`src/rtl/rr_delay_scheduler.sv`:
```
// rr_delay_scheduler: round-robin owner of a single delay resource.
// Each requester holds req high. The winner owns the resource for len+1 RUN
// cycles and then gets a one-cycle done pulse. Dropping req while owning
// aborts the transaction with no done pulse.
// Ports:
//   clk    - clock, all state updates on posedge
//   rst_n  - asynchronous active-low reset
//   req    - per-requester level request
//   len    - per-requester delay length, requester i uses [i*CW +: CW]
//   grant  - one-hot current owner, zero when idle
//   done   - one-cycle completion pulse to the owner
//   busy   - high whenever the state is not IDLE
//   s      - current state encoding (IDLE=00, RUN=01, DONE=11)
module rr_delay_scheduler #(
   parameter int unsigned NREQ = 4,
   parameter int unsigned CW   = 4
) (
   input  logic               clk,
   input  logic               rst_n,
   input  logic [NREQ-1:0]    req,
   input  logic [NREQ*CW-1:0] len,
   output logic [NREQ-1:0]    grant,
   output logic [NREQ-1:0]    done,
   output logic               busy,
   output logic [1:0]         s
);

   localparam int unsigned IW = (NREQ > 1) ? $clog2(NREQ) : 1;

   typedef enum logic [1:0] {
      ST_IDLE = 2'b00,
      ST_RUN  = 2'b01,
      ST_ILL  = 2'b10,
      ST_DONE = 2'b11
   } state_t;

   state_t            r_state;
   logic [CW-1:0]     r_count;
   logic [NREQ-1:0]   r_grant;
   logic [NREQ-1:0]   r_done;
   logic              r_busy;
   logic [IW-1:0]     r_last;

   state_t            w_next_state;
   logic [CW-1:0]     w_count;
   logic [NREQ-1:0]   w_grant;
   logic [NREQ-1:0]   w_done;
   logic [IW-1:0]     w_last;
   logic              w_win_found;
   logic [IW-1:0]     w_win_idx;
   logic [CW-1:0]     w_win_len;
   logic              w_owner_req;

   // Round-robin search starting one past the most recently granted index.
   always_comb begin
      int unsigned v_idx;
      v_idx       = 0;
      w_win_found = 1'b0;
      w_win_idx   = '0;
      for (int unsigned k = 1; k <= NREQ; k++) begin
         v_idx = (32'(r_last) + k) % NREQ;
         if (!w_win_found && req[v_idx]) begin
            w_win_found = 1'b1;
            w_win_idx   = IW'(v_idx);
         end
      end
   end

   // len is sampled only here, at grant time.
   always_comb begin
      int unsigned v_base;
      v_base    = 32'(w_win_idx) * CW;
      w_win_len = len[v_base +: CW];
   end

   assign w_owner_req = |(req & r_grant);

   // Next-state and next-output logic.
   always_comb begin
      w_next_state = r_state;
      w_count      = r_count;
      w_grant      = r_grant;
      w_last       = r_last;
      w_done       = '0;
      case (r_state)
         ST_IDLE: begin
            w_count = '0;
            w_grant = '0;
            if (w_win_found) begin
               w_next_state = ST_RUN;
               w_grant      = NREQ'(1) << w_win_idx;
               w_count      = w_win_len;
               w_last       = w_win_idx;
            end
         end
         ST_RUN: begin
            if (!w_owner_req) begin
               // Abort: r_last keeps the aborted owner.
               w_next_state = ST_IDLE;
               w_grant      = '0;
               w_count      = '0;
            end else if (r_count != '0) begin
               w_count = r_count - CW'(1);
            end else begin
               w_next_state = ST_DONE;
               w_done       = r_grant;
            end
         end
         ST_DONE: begin
            w_next_state = ST_IDLE;
            w_grant      = '0;
            w_count      = '0;
         end
         default: begin
            w_next_state = ST_IDLE;
            w_grant      = '0;
            w_count      = '0;
         end
      endcase
   end

   // State and registered outputs.
   always_ff @(posedge clk or negedge rst_n) begin
      if (!rst_n) begin
         r_state <= ST_IDLE;
         r_count <= '0;
         r_grant <= '0;
         r_done  <= '0;
         r_busy  <= 1'b0;
         r_last  <= IW'(NREQ - 1);
      end else begin
         r_state <= w_next_state;
         r_count <= w_count;
         r_grant <= w_grant;
         r_done  <= w_done;
         r_busy  <= (w_next_state != ST_IDLE);
         r_last  <= w_last;
      end
   end

   assign grant = r_grant;
   assign done  = r_done;
   assign busy  = r_busy;
   assign s     = r_state;

endmodule

```
`config.mk`:
```
export PLATFORM = sky130hd
export DESIGN_NAME = rr_delay_scheduler
export DESIGN_NICKNAME = d
export VERILOG_FILES = /design/src/rtl/rr_delay_scheduler.sv
export SDC_FILE = /design/constraint.sdc
export NUM_CORES = 1
export LEC_CHECK = 0
export BUFFER_PORTS_ARGS = -buffer_cell sky130_fd_sc_hd__buf_2
export CORE_AREA = 2 2 53 55
export CTS_CLUSTER_SIZE = 28
export DETAILED_ROUTE_END_ITERATION = 16
export DIE_AREA = 0 0 55 57
export GPL_TIMING_DRIVEN = 1
export SLEW_MARGIN = 25
export SYNTH_ARGS = -nofsm -noshare
export SYNTH_HDL_FRONTEND = slang
export SYNTH_SLANG_ARGS = --single-unit
```
`constraint.sdc`:
```
create_clock -name clk -period 3.3 [get_ports clk]
set_input_delay 0.66 -clock clk [delete_from_list [all_inputs] [get_ports clk]]
set_output_delay 0.66 -clock clk [all_outputs]
set_load 0.1 [all_outputs]
```
# Word level (Yosys, flattened, before mapping)
# Index checks and enable logic that the tools add are counted.
classes:
  n_reduce_logical: 11
  n_lt_le_gt_ge: 4
  add_sub_neg: 5
  mux: 30
  shift: 2
  bitwise_logic: 1
  n_eq_ne: 3
op_table:
  columns: ["op", "n"]
  rows:
  - ["4-bit two-way mux", 8]
  - ["4-bit case mux with 2 select lines", 2]
  - ["16-bit by 5-bit variable part select with 4-bit output", 1]
  - ["2-bit two-way mux", 7]
  - ["2-bit by 3-bit < comparator with 1-bit output (second input constant)", 4]
  - ["1-bit binary-select mux with 2-bit select", 4]
  - ["1-bit two-way mux", 8]
  - ["2-bit by 1-bit adder with 2-bit output (second input constant)", 2]
  - ["2-bit adder (second input constant)", 2]
  - ["4-bit bitwise AND", 1]
  - ["2-bit case mux with 2 select lines", 1]
  - ["4-bit nonzero test", 1]
  - ["4-bit OR reduction", 1]
  - ["1-bit by 2-bit << shifter with 4-bit output (first input constant)", 1]
  - ["4-bit by 1-bit subtractor with 4-bit output (second input constant)", 1]
  - ["1-bit logical AND", 3]
  - ["1-bit logical NOT", 3]
  - ["3-bit inequality test (second input constant)", 1]
  - ["2-bit by 1-bit == test with 1-bit output (second input constant)", 1]
  - ["2-bit logical NOT", 1]
  - ["2-bit inequality test (second input constant)", 1]
  - ["2-bit AND reduction", 1]
  - ["2-bit nonzero test", 1]
word_totals:
  input_bits: 22
  regBits: 17
  word_cells: 62

# Logic depth before layout (Yosys ltp)
# Gate-level depths: netlist of the first run.
depth:
  ltp_word: 16
  ltp_mapped: 6

# Least setup slack after synthesis of the first run
# OpenSTA, ideal clock, no wires.
synth_timing:
  path_type: "register to register"
  from: "register r_grant[0] (netlist: grant[0])"
  to: "register r_count[1]"
  t_required_ns: 3.213
  period_less_slack_ns: 1.928
  setup_slack_ns: 1.372
  path_stages_with_launch: 7
  arrival_ns: 1.842
  n_path_buf: 1
  setup_time_ns: 0.087
  path_cell_list: "dfrtp_1 -> a22o_1 -> a221oi_1 -> nor3b_1 -> buf_2 -> o211ai_1 -> o211ai_1"
synth_via:
  elab_chain_len: 4
  word_cells_on_any_way: 5
synth_rtl:
  columns: ["element", "line_no", "source"]
  rows:
  - ["start, declared", "39", "logic [NREQ-1:0] r_grant;"]
  - ["start signal, assigned", "134", "r_grant <= w_grant;"]
  - ["4-bit bitwise AND (*)", "76", "assign w_owner_req = |(req & r_grant);"]
  - ["4-bit OR reduction (*)", "76", null]
  - ["4-bit two-way mux", "97", "if (!w_owner_req) begin"]
  - ["4-bit case mux with 2 select lines", "85", "case (r_state)"]
  - ["end signal, assigned", "133", "r_count <= w_count;"]
  - ["end, declared", "38", "logic [CW-1:0] r_count;"]
# Mark *: on every way between the ends. The rest lies on a longest branch, timed or not.
# A chain may end at the register's enable or synchronous reset.

# Worst setup path in the final report of the first run
layout_timing:
  from: "input req[0]"
  to: "register r_done[1] (netlist: done[1])"
layout_via:
  elab_chain_len: 4
layout_rtl:
  columns: ["element", "line_no", "source"]
  rows:
  - ["start, declared", "20", "input logic [NREQ-1:0] req,"]
  - ["4-bit bitwise AND", "76", null]
  - ["4-bit OR reduction", "76", null]
  - ["4-bit two-way mux", "97", null]
  - ["4-bit two-way mux", "85", null]
  - ["named net w_done[1]", "47", "logic [NREQ-1:0] w_done;"]
  - ["end signal, assigned", "135", "r_done <= w_done;"]
  - ["end, declared", "40", "logic [NREQ-1:0] r_done;"]
# The timed path passes the listed nets, and every way through them passes these cells.

==> results of run 1 <==
## cells by family after synthesis
| logic type | after synthesis | synth area share |
|---|---|---|
| AOI/OAI and AO/OA | 30 | 0.252 |
| muxes | 5 | 0.0517 |
| xor gates and xnor gates | 3 | 0.0271 |
| DFF | 17 | 0.442 |
| adders and majority gates | 2 | 0.0258 |
| buffers and inverters | 5 | 0.0207 |
| and+or+nand+nor | 33 | 0.181 |
## flip-flops by register name (all words and copies together), names as in the netlist
register and flops:
done 4, grant 4, r_count 4, r_last 2, s 2, busy 1
## through the flow
step	power (mW)	util	setup WS (ns)	instance area [µm²]
after global routing	1.33	0.455	1.06	1190
after floorplan	0.986	-	1.37	968
after CTS	1.24	0.455	1.22	1190
final	1.24	0.455	1.23	1190
after global placement	1.13	0.444	1.04	1160
after detailed placement	1.13	0.444	0.896	1160
## placed cells by master (no fill, tap or decap), drive strengths merged, types with 2 or more instances in the layout
master,instances
nand3,6
inv,4
or2,3
a21boi,2
nor2,8
a22o,3
nand2,6
buf,32
xor2,2
ha,2
o21ai,5
a21bo,4
dfrtp,15
dfstp,2
mux2i,5
nor2b,2
o21bai,2
o211ai,5
clkbuf,4
and2,4
## where the power goes
group          leakage, nW  internal [mW]  switching (mW)
sequential           0.219          0.292          0.0785
combinational        0.356          0.219           0.537
clock               0.0150         0.0469          0.0620
## final timing paths
kind / startpoint / endpoint / slack, ns / cells after the start
hold reg to reg: r_last[0] / r_last[0] / 0.56 / 2
setup reg to reg: grant[0] / done[1] / 1.30 / 5
hold / removal: rst_n / done[1] / 0.27 / 1
max in group asynchronous: rst_n / r_last[0] / 2.73 / 1
min in group clk: r_last[0] / r_last[0] / 0.56 / 2
setup / recovery: req[0] / done[1] / 1.23 / 6
## per-layer routing
metal  vias up  track usage
li1        418            -
met1       398        0.206
met2        31        0.253
met3         8       0.0236
met4         0       0.0836
met5         -            0
## cells in the mapped netlist
library cell,n
sky130_fd_sc_hd__and3b_1,1
sky130_fd_sc_hd__o21bai_1,2
sky130_fd_sc_hd__nand2_1,6
sky130_fd_sc_hd__nor4_2,1
sky130_fd_sc_hd__inv_1,4
sky130_fd_sc_hd__o21ai_1,1
sky130_fd_sc_hd__nor2b_1,2
sky130_fd_sc_hd__a22o_1,3
sky130_fd_sc_hd__xnor2_1,1
sky130_fd_sc_hd__nor2_2,1
sky130_fd_sc_hd__nor3b_1,1
sky130_fd_sc_hd__or2_2,1
sky130_fd_sc_hd__buf_2,1
sky130_fd_sc_hd__ha_1,2
sky130_fd_sc_hd__o211ai_1,5
sky130_fd_sc_hd__a2bb2oi_1,1
sky130_fd_sc_hd__a21bo_1,2
sky130_fd_sc_hd__a221oi_1,1
sky130_fd_sc_hd__o21ai_0,4
sky130_fd_sc_hd__nor2_1,7
sky130_fd_sc_hd__a211oi_2,1
sky130_fd_sc_hd__o2bb2ai_2,1
sky130_fd_sc_hd__a22oi_1,1
sky130_fd_sc_hd__nand3_1,6
sky130_fd_sc_hd__o21ba_2,1
sky130_fd_sc_hd__dfstp_2,2
sky130_fd_sc_hd__a21bo_2,2
sky130_fd_sc_hd__a32o_1,1
sky130_fd_sc_hd__and2_1,4
sky130_fd_sc_hd__a21oi_1,1
sky130_fd_sc_hd__xor2_1,2
sky130_fd_sc_hd__a21boi_1,2
sky130_fd_sc_hd__dfrtp_1,15
sky130_fd_sc_hd__mux2i_1,5
sky130_fd_sc_hd__o31ai_1,1
sky130_fd_sc_hd__or2_1,2
sky130_fd_sc_hd__nor3_1,1
## area by class of cell
| class | instances | area [µm²] | area share |
|---|---|---|---|
| multi-input combinational | 73 | 520 | 0.438 |
| sequential | 17 | 428 | 0.360 |
| timing repair buffer | 32 | 160 | 0.135 |
| tap | 31 | 38.8 | 0.0326 |
| clock buffer | 4 | 26.3 | 0.0221 |
| inverter | 4 | 15.0 | 0.0126 |
==> impl_summary.md, run 1 <==
Status
The flow ran to the end, and the final reports show no timing, DRC or antenna violations.

Yosys
After technology mapping, the gate count stands at 95. The number of register bits inferred by synthesis is 17. The largest area contributor in the synthesized netlist is sky130_fd_sc_hd__dfrtp_1. The sequential area share after synthesis is 0.442.

The post-synth net total is 119. The synthesized area divided by synthesized cell count is 10.2 µm². The combined area of all synthesized cells is 968 µm².

The number of unique standard cell types used by synthesis is 37. After synthesis, the cell types taking the most area are sky130_fd_sc_hd__dfrtp_1, sky130_fd_sc_hd__dfstp_2, sky130_fd_sc_hd__mux2i_1, sky130_fd_sc_hd__o211ai_1, sky130_fd_sc_hd__nand3_1. The count of warnings emitted by yosys is 0. The portion of synthesized cell area occupied by the leading cell type is 0.388.

Route
In the detailed route, the total length drawn on met3 is between 100 and 150 µm. In the routed design, unresolved DRC markers number 0. The met2 routed wirelength is 1.00 mm. In the final routed layout, each cell accounts on average for 13.2 µm. The uppermost signal routing layer after detailed routing is met4. The detail-routed via count per cell is 5.31. In this run, the number of DRC markers left after iteration 0 of detailed routing was 4. The detailed-route wire length on metal 1 is 950 µm. The first detailed-routing pass took 4 iterations. The total wire length after detailed routing is 2.13 mm. The total number of vias is 855.

Once detail routing completed, the nets flagged for antenna violations numbered 0.

Finish
The signed area change from the synthesized netlist to the final layout is 22.7%. The number of filler cells placed in the layout is about 280. Of the cells placed in the final design, the portion with a size suffix greater than 1 is 0.346. The number of nets at the end of the flow is 155. The repair_antennas step left the layout with diodes totalling 0. The final cell count without fillers is 161.

Power
IR analysis of the VDD net gives a maximum drop of roughly 0.59 mV. For this design the ratio of total power to cell area is 1040 mW/mm². In this run the static leakage power is 0.590 nW.

Worst setup path
At the worst endpoint, the required time is 3.53 ns. The critical path data arrival time is 2.30 ns. Of all nets on the critical path, the largest fanout is 11. Grouping stages by cell kind, the critical path spends the most delay in simple AND/OR/NAND/NOR gates.

Together, buffers and inverters on the worst path number 1. The worst setup path is captured at a flop. On the worst path, the slowest cell contributes a delay of 0.81 ns. The type of element launching the critical path is a primary input. Traced cell by cell, the critical path runs through buf_2 -> a22o_1 -> a221oi_1 -> nor3b_1 -> nor2b_1 -> and2_1.

The start-to-end type of the worst setup path is in2reg. Among all stages on the critical path, the largest delay is contributed by sky130_fd_sc_hd__nor3b_1.

Global routing
The number of global-route vias before repair is ~840. The first-pass GRT wire length is 3.68 mm. The maximum number of pins on one net before global-route repair is 18.

The number of antenna violations at the first check in global routing came to 0. The global route total overflow is 0. In the global route stage, overall resource usage came out at 0.160.

Placed design
Input and output buffers added on the ports amount to 32. At the end of routability-driven placement, the weighted congestion stood at 0.867. Once detailed placement completed, the half-perimeter wirelength came to 1.76 mm.

In this run, placement finished with an instance count of 157.

STA
The final total negative setup slack is 0 ns. The count of final hold-check violations is 0. Hold is met by 0.265 ns. For the pin with the worst max-slew slack, the measured transition is 1.00 ns. In the finished design, the share of the clock period the worst path needs comes to 0.627. The worst-case headroom to the max-slew limit is 0.332. The number of pins exceeding their max-slew limit in the final report is 0. The timing-limited maximum frequency is 483 MHz. For the finished layout, the period the worst path requires is 2.07 ns.

The number of setup violations in the final report is 0. Setup repair after global routing left no endpoint under its margin. The worst clock skew is 0.00354 ns.

Clocking
After clock tree synthesis, the clock-pin slew on the worst setup and hold paths is 0.10 ns. Clock tree synthesis selected as its root buffer the cell sky130_fd_sc_hd__clkbuf_4. The number of clock sinks seen by CTS is 17.

The insertion delay to the later sink of the worst-skew pair is about 0.28 ns. The quantity of gates resized following cts is 0. No sink is reached through more buffers than the 2 on the longest clock path. The CTS buffer count is 3. The CTS tree is yes.

In this run the number of H-tree levels came out at 1. Buffers added to address setup during post-CTS repair amount to 0. After clock tree synthesis, the flow added hold-fix buffers numbering 0.

Die
In this run the count of I/O pins placed on the die edge is 33. The floorplan step defined a die boundary enclosing 0.00314 mm². The effective utilization at floorplan is 0.370. The die outline width is 55 µm. The placeable core area is 0.00262 mm². The vertical extent of the die is between 50 and 60 µm. The initialized floorplan defines 19 standard-cell rows.

Job
The tool flagged a number of max-cap violations equal to 0.

Worst hold path
In this run the worst hold path is classified as in2async.
Power figures use the tool's default switching activity.
==> inputs of run 2 (changes only) <==
--- a/config.mk
+++ b/config.mk
@@ -11,6 +11,7 @@
 export DETAILED_ROUTE_END_ITERATION = 16
 export DIE_AREA = 0 0 55 57
 export GPL_TIMING_DRIVEN = 1
+export PLACE_DENSITY = 0.66
 export SLEW_MARGIN = 25
 export SYNTH_ARGS = -nofsm -noshare
 export SYNTH_HDL_FRONTEND = slang
==> constraint.sdc (replaced) <==
create_clock -name clk -period 1.8 [get_ports clk]
set_input_delay 0.36 -clock clk [delete_from_list [all_inputs] [get_ports clk]]
set_output_delay 0.36 -clock clk [all_outputs]
set_load 0.1 [all_outputs]
==> impl_summary.md, run 2 (synthesis gave the netlist of run 1 again) <==
Power
The leakage component of the power is 0.617 nW. The worst-case IR drop observed on VDD is between 1 and 1.5 mV. For this design the ratio of total power to cell area is around 1900 mW/mm².

Route
In this run, the number of DRC markers left after iteration 0 of detailed routing was 8. The number of nets still failing antenna checks after routing is 0. The routed layout has a little under 900 vias. The total wire length after detailed routing is 2.26 mm. The average wire per cell in the routed design is approximately 14 µm. For this run, design rule violations remaining after detail routing come to 0. The detailed-routing iteration count for the pre-antenna-repair pass is 4. The detail-routed via count per cell is between 5 and 6.

Clocking
The clock tree buffer depth is 2. The tree is rooted in a sky130_fd_sc_hd__clkbuf_4. The clock edge transition at the registers on the reported setup and hold paths is 0.09 ns. The CTS tree is yes.

The H-tree depth is 1. The number of clock sinks seen by CTS is 17. The CTS buffer count is 3. The insertion delay to the later sink of the worst-skew pair is 0.28 ns.

Placed design
The total half-perimeter wirelength after legalization and detailed placement is 1.76 mm. The number of cells in the design after placement is between 150 and 200. Prior to clock tree synthesis, the placed netlist has a worst setup slack of slightly above 0.03 ns.

The number of port buffers is 32. The final weighted congestion in routability-driven placement is 0.775.

STA
The number of setup violations in the final report is 0. Dividing the final minimum period by the clock period gives 0.935. The number of pins exceeding their max-slew limit in the final report is 0. Between clock sinks in the finished design, the worst skew comes to 0.00164 ns.

Final hold analysis gives a worst-case slack of 0.391 ns. Setup repair after global routing left no endpoint under its margin. The timing-limited maximum frequency is 594 MHz.

The count of final hold-check violations is 0. The final worst slack is roughly 0.12 ns. The worst-case headroom to the max-slew limit is 0.676. The worst-margin pin slew is between 0.4 and 0.5 ns.

The clock period could shrink to roughly 1.7 ns. The final total negative setup slack is 0 ns.

Global routing
The first-pass GRT wire length is 3.86 mm. The global-route total usage across every layer is 0.166. The number of global-route vias before repair is 886.

The maximum number of pins on one net before global-route repair is 18. The global route total overflow is 0. The number of antenna violations at the first check in global routing was 0.

Worst setup path
The maximum fanout encountered on the critical timing path is 5. The reg2reg setup slack is ~0.12 ns. By startpoint and endpoint, the worst setup path is classified as reg2reg. The worst reg-to-reg path cell count is 6. The critical path data arrival time is 1.85 ns.

The nature of the critical path endpoint is a flop. The reg-to-reg endpoint is r_count[2]. The worst register-to-register path begins at r_last[1]. At the worst endpoint, the required time is 1.96 ns. The type of element launching the critical path is a flop.

Job
Across the run, the number of max-cap violations was 0.

Die
The core region is about 0.0026 mm². The effective utilization at floorplan is 0.370. Row generation in the floorplan step produced 19 rows. In this run the horizontal extent of the chip is between 50 and 60 µm. The number of primary I/O pins is 33.

The vertical extent of the die is 57 µm. The die covers about 0.0031 mm².

Finish
The number of nets at the end of the flow is 161. Compared with the post-synthesis result, the final layout area differs by 30.5%. The library cell used most frequently in the layout, excluding fill and tap cells, is sky130_fd_sc_hd__buf_2.

The diode insertion count for antenna repair is 0. In the layout the commonest cells are sky130_fd_sc_hd__buf_2, sky130_fd_sc_hd__dfrtp_1, sky130_fd_sc_hd__nor2_1, sky130_fd_sc_hd__nand2_1, sky130_fd_sc_hd__nand3_1. The final cell count without fillers is 167. Of the cells placed in the final design, the portion with a size suffix greater than 1 is 0.404.

Worst hold path
The path class of the tightest hold or removal check is in2reg. The worst hold path terminates at r_count[0]. In this run the most critical hold path is launched from len[4]. The cell depth of the worst hold path is 3.

Status
The flow ran to the end, and the final reports show no timing, DRC or antenna violations.
[run 2: worst max-delay path: stages (launching register included)]
cell and delay, ns:
sky130_fd_sc_hd__dfstp_2 0.60, sky130_fd_sc_hd__buf_4 0.15, sky130_fd_sc_hd__a21boi_1 0.09, sky130_fd_sc_hd__o21ba_2 0.25
sky130_fd_sc_hd__nor2_4 0.17, sky130_fd_sc_hd__mux2i_1 0.22, sky130_fd_sc_hd__o211ai_1 0.09
[run 2: timing repair]
action	in CTS	in global routing
hold buffers	1	0
resized for setup	0	4
buffers inserted	0	2
hold endpoints to repair	15	0
setup endpoints to repair	0	5
[run 2: power breakdown]
| part | switching, mW | total, mW | internal [mW] |
|---|---|---|---|
| Clock | 0.109 | 0.195 | 0.0858 |
| Sequential | 0.139 | 0.681 | 0.542 |
| Combinational | 1.02 | 1.51 | 0.492 |
[run 2: worst max path at each step]
stage,depth (start not counted),endpoint,startpoint,slack [ns]
after floorplan,5,r_count[1],grant[3],0.008
after global placement,5,r_count[3],r_last[1],0.1
after detailed placement,4,grant[1],r_last[1],0.03
after CTS,4,grant[1],r_last[1],0.02
after global routing,6,r_count[1],r_last[1],0.02
final,6,r_count[2],r_last[1],0.12
[run 2: per-stage QoR]
| stage | total power [mW] | instance area, µm² | util |
|---|---|---|---|
| 6_report | 2.39 | 1260 | 0.483 |
| 2_1_floorplan | 1.81 | 972 | - |
| 4_1_cts | 2.33 | 1220 | 0.468 |
| 3_5_place_dp | 2.13 | 1190 | 0.455 |
| 3_3_place_gp | 2.10 | 1190 | 0.455 |
| 5_1_grt | 2.56 | 1260 | 0.483 |
[run 2: layout make-up]
class | count | area (µm²)
Sequential cell | 17 | 432
Inverter | 4 | 15.0
Fill cell | 261 | 1350
Tap cell | 31 | 38.8
Clock buffer | 4 | 26.3
Multi-Input combinational cell | 73 | 544
Timing Repair Buffer | 38 | 208
[run 2: per-layer routing]
layer,vias to the layer above,share of wire,global-route usage
li1,433,-,-
met1,421,0.44,0.229
met2,32,0.49,0.257
met3,2,0.057,0.0262
met4,0,0.0097,0.0627
met5,-,0,0
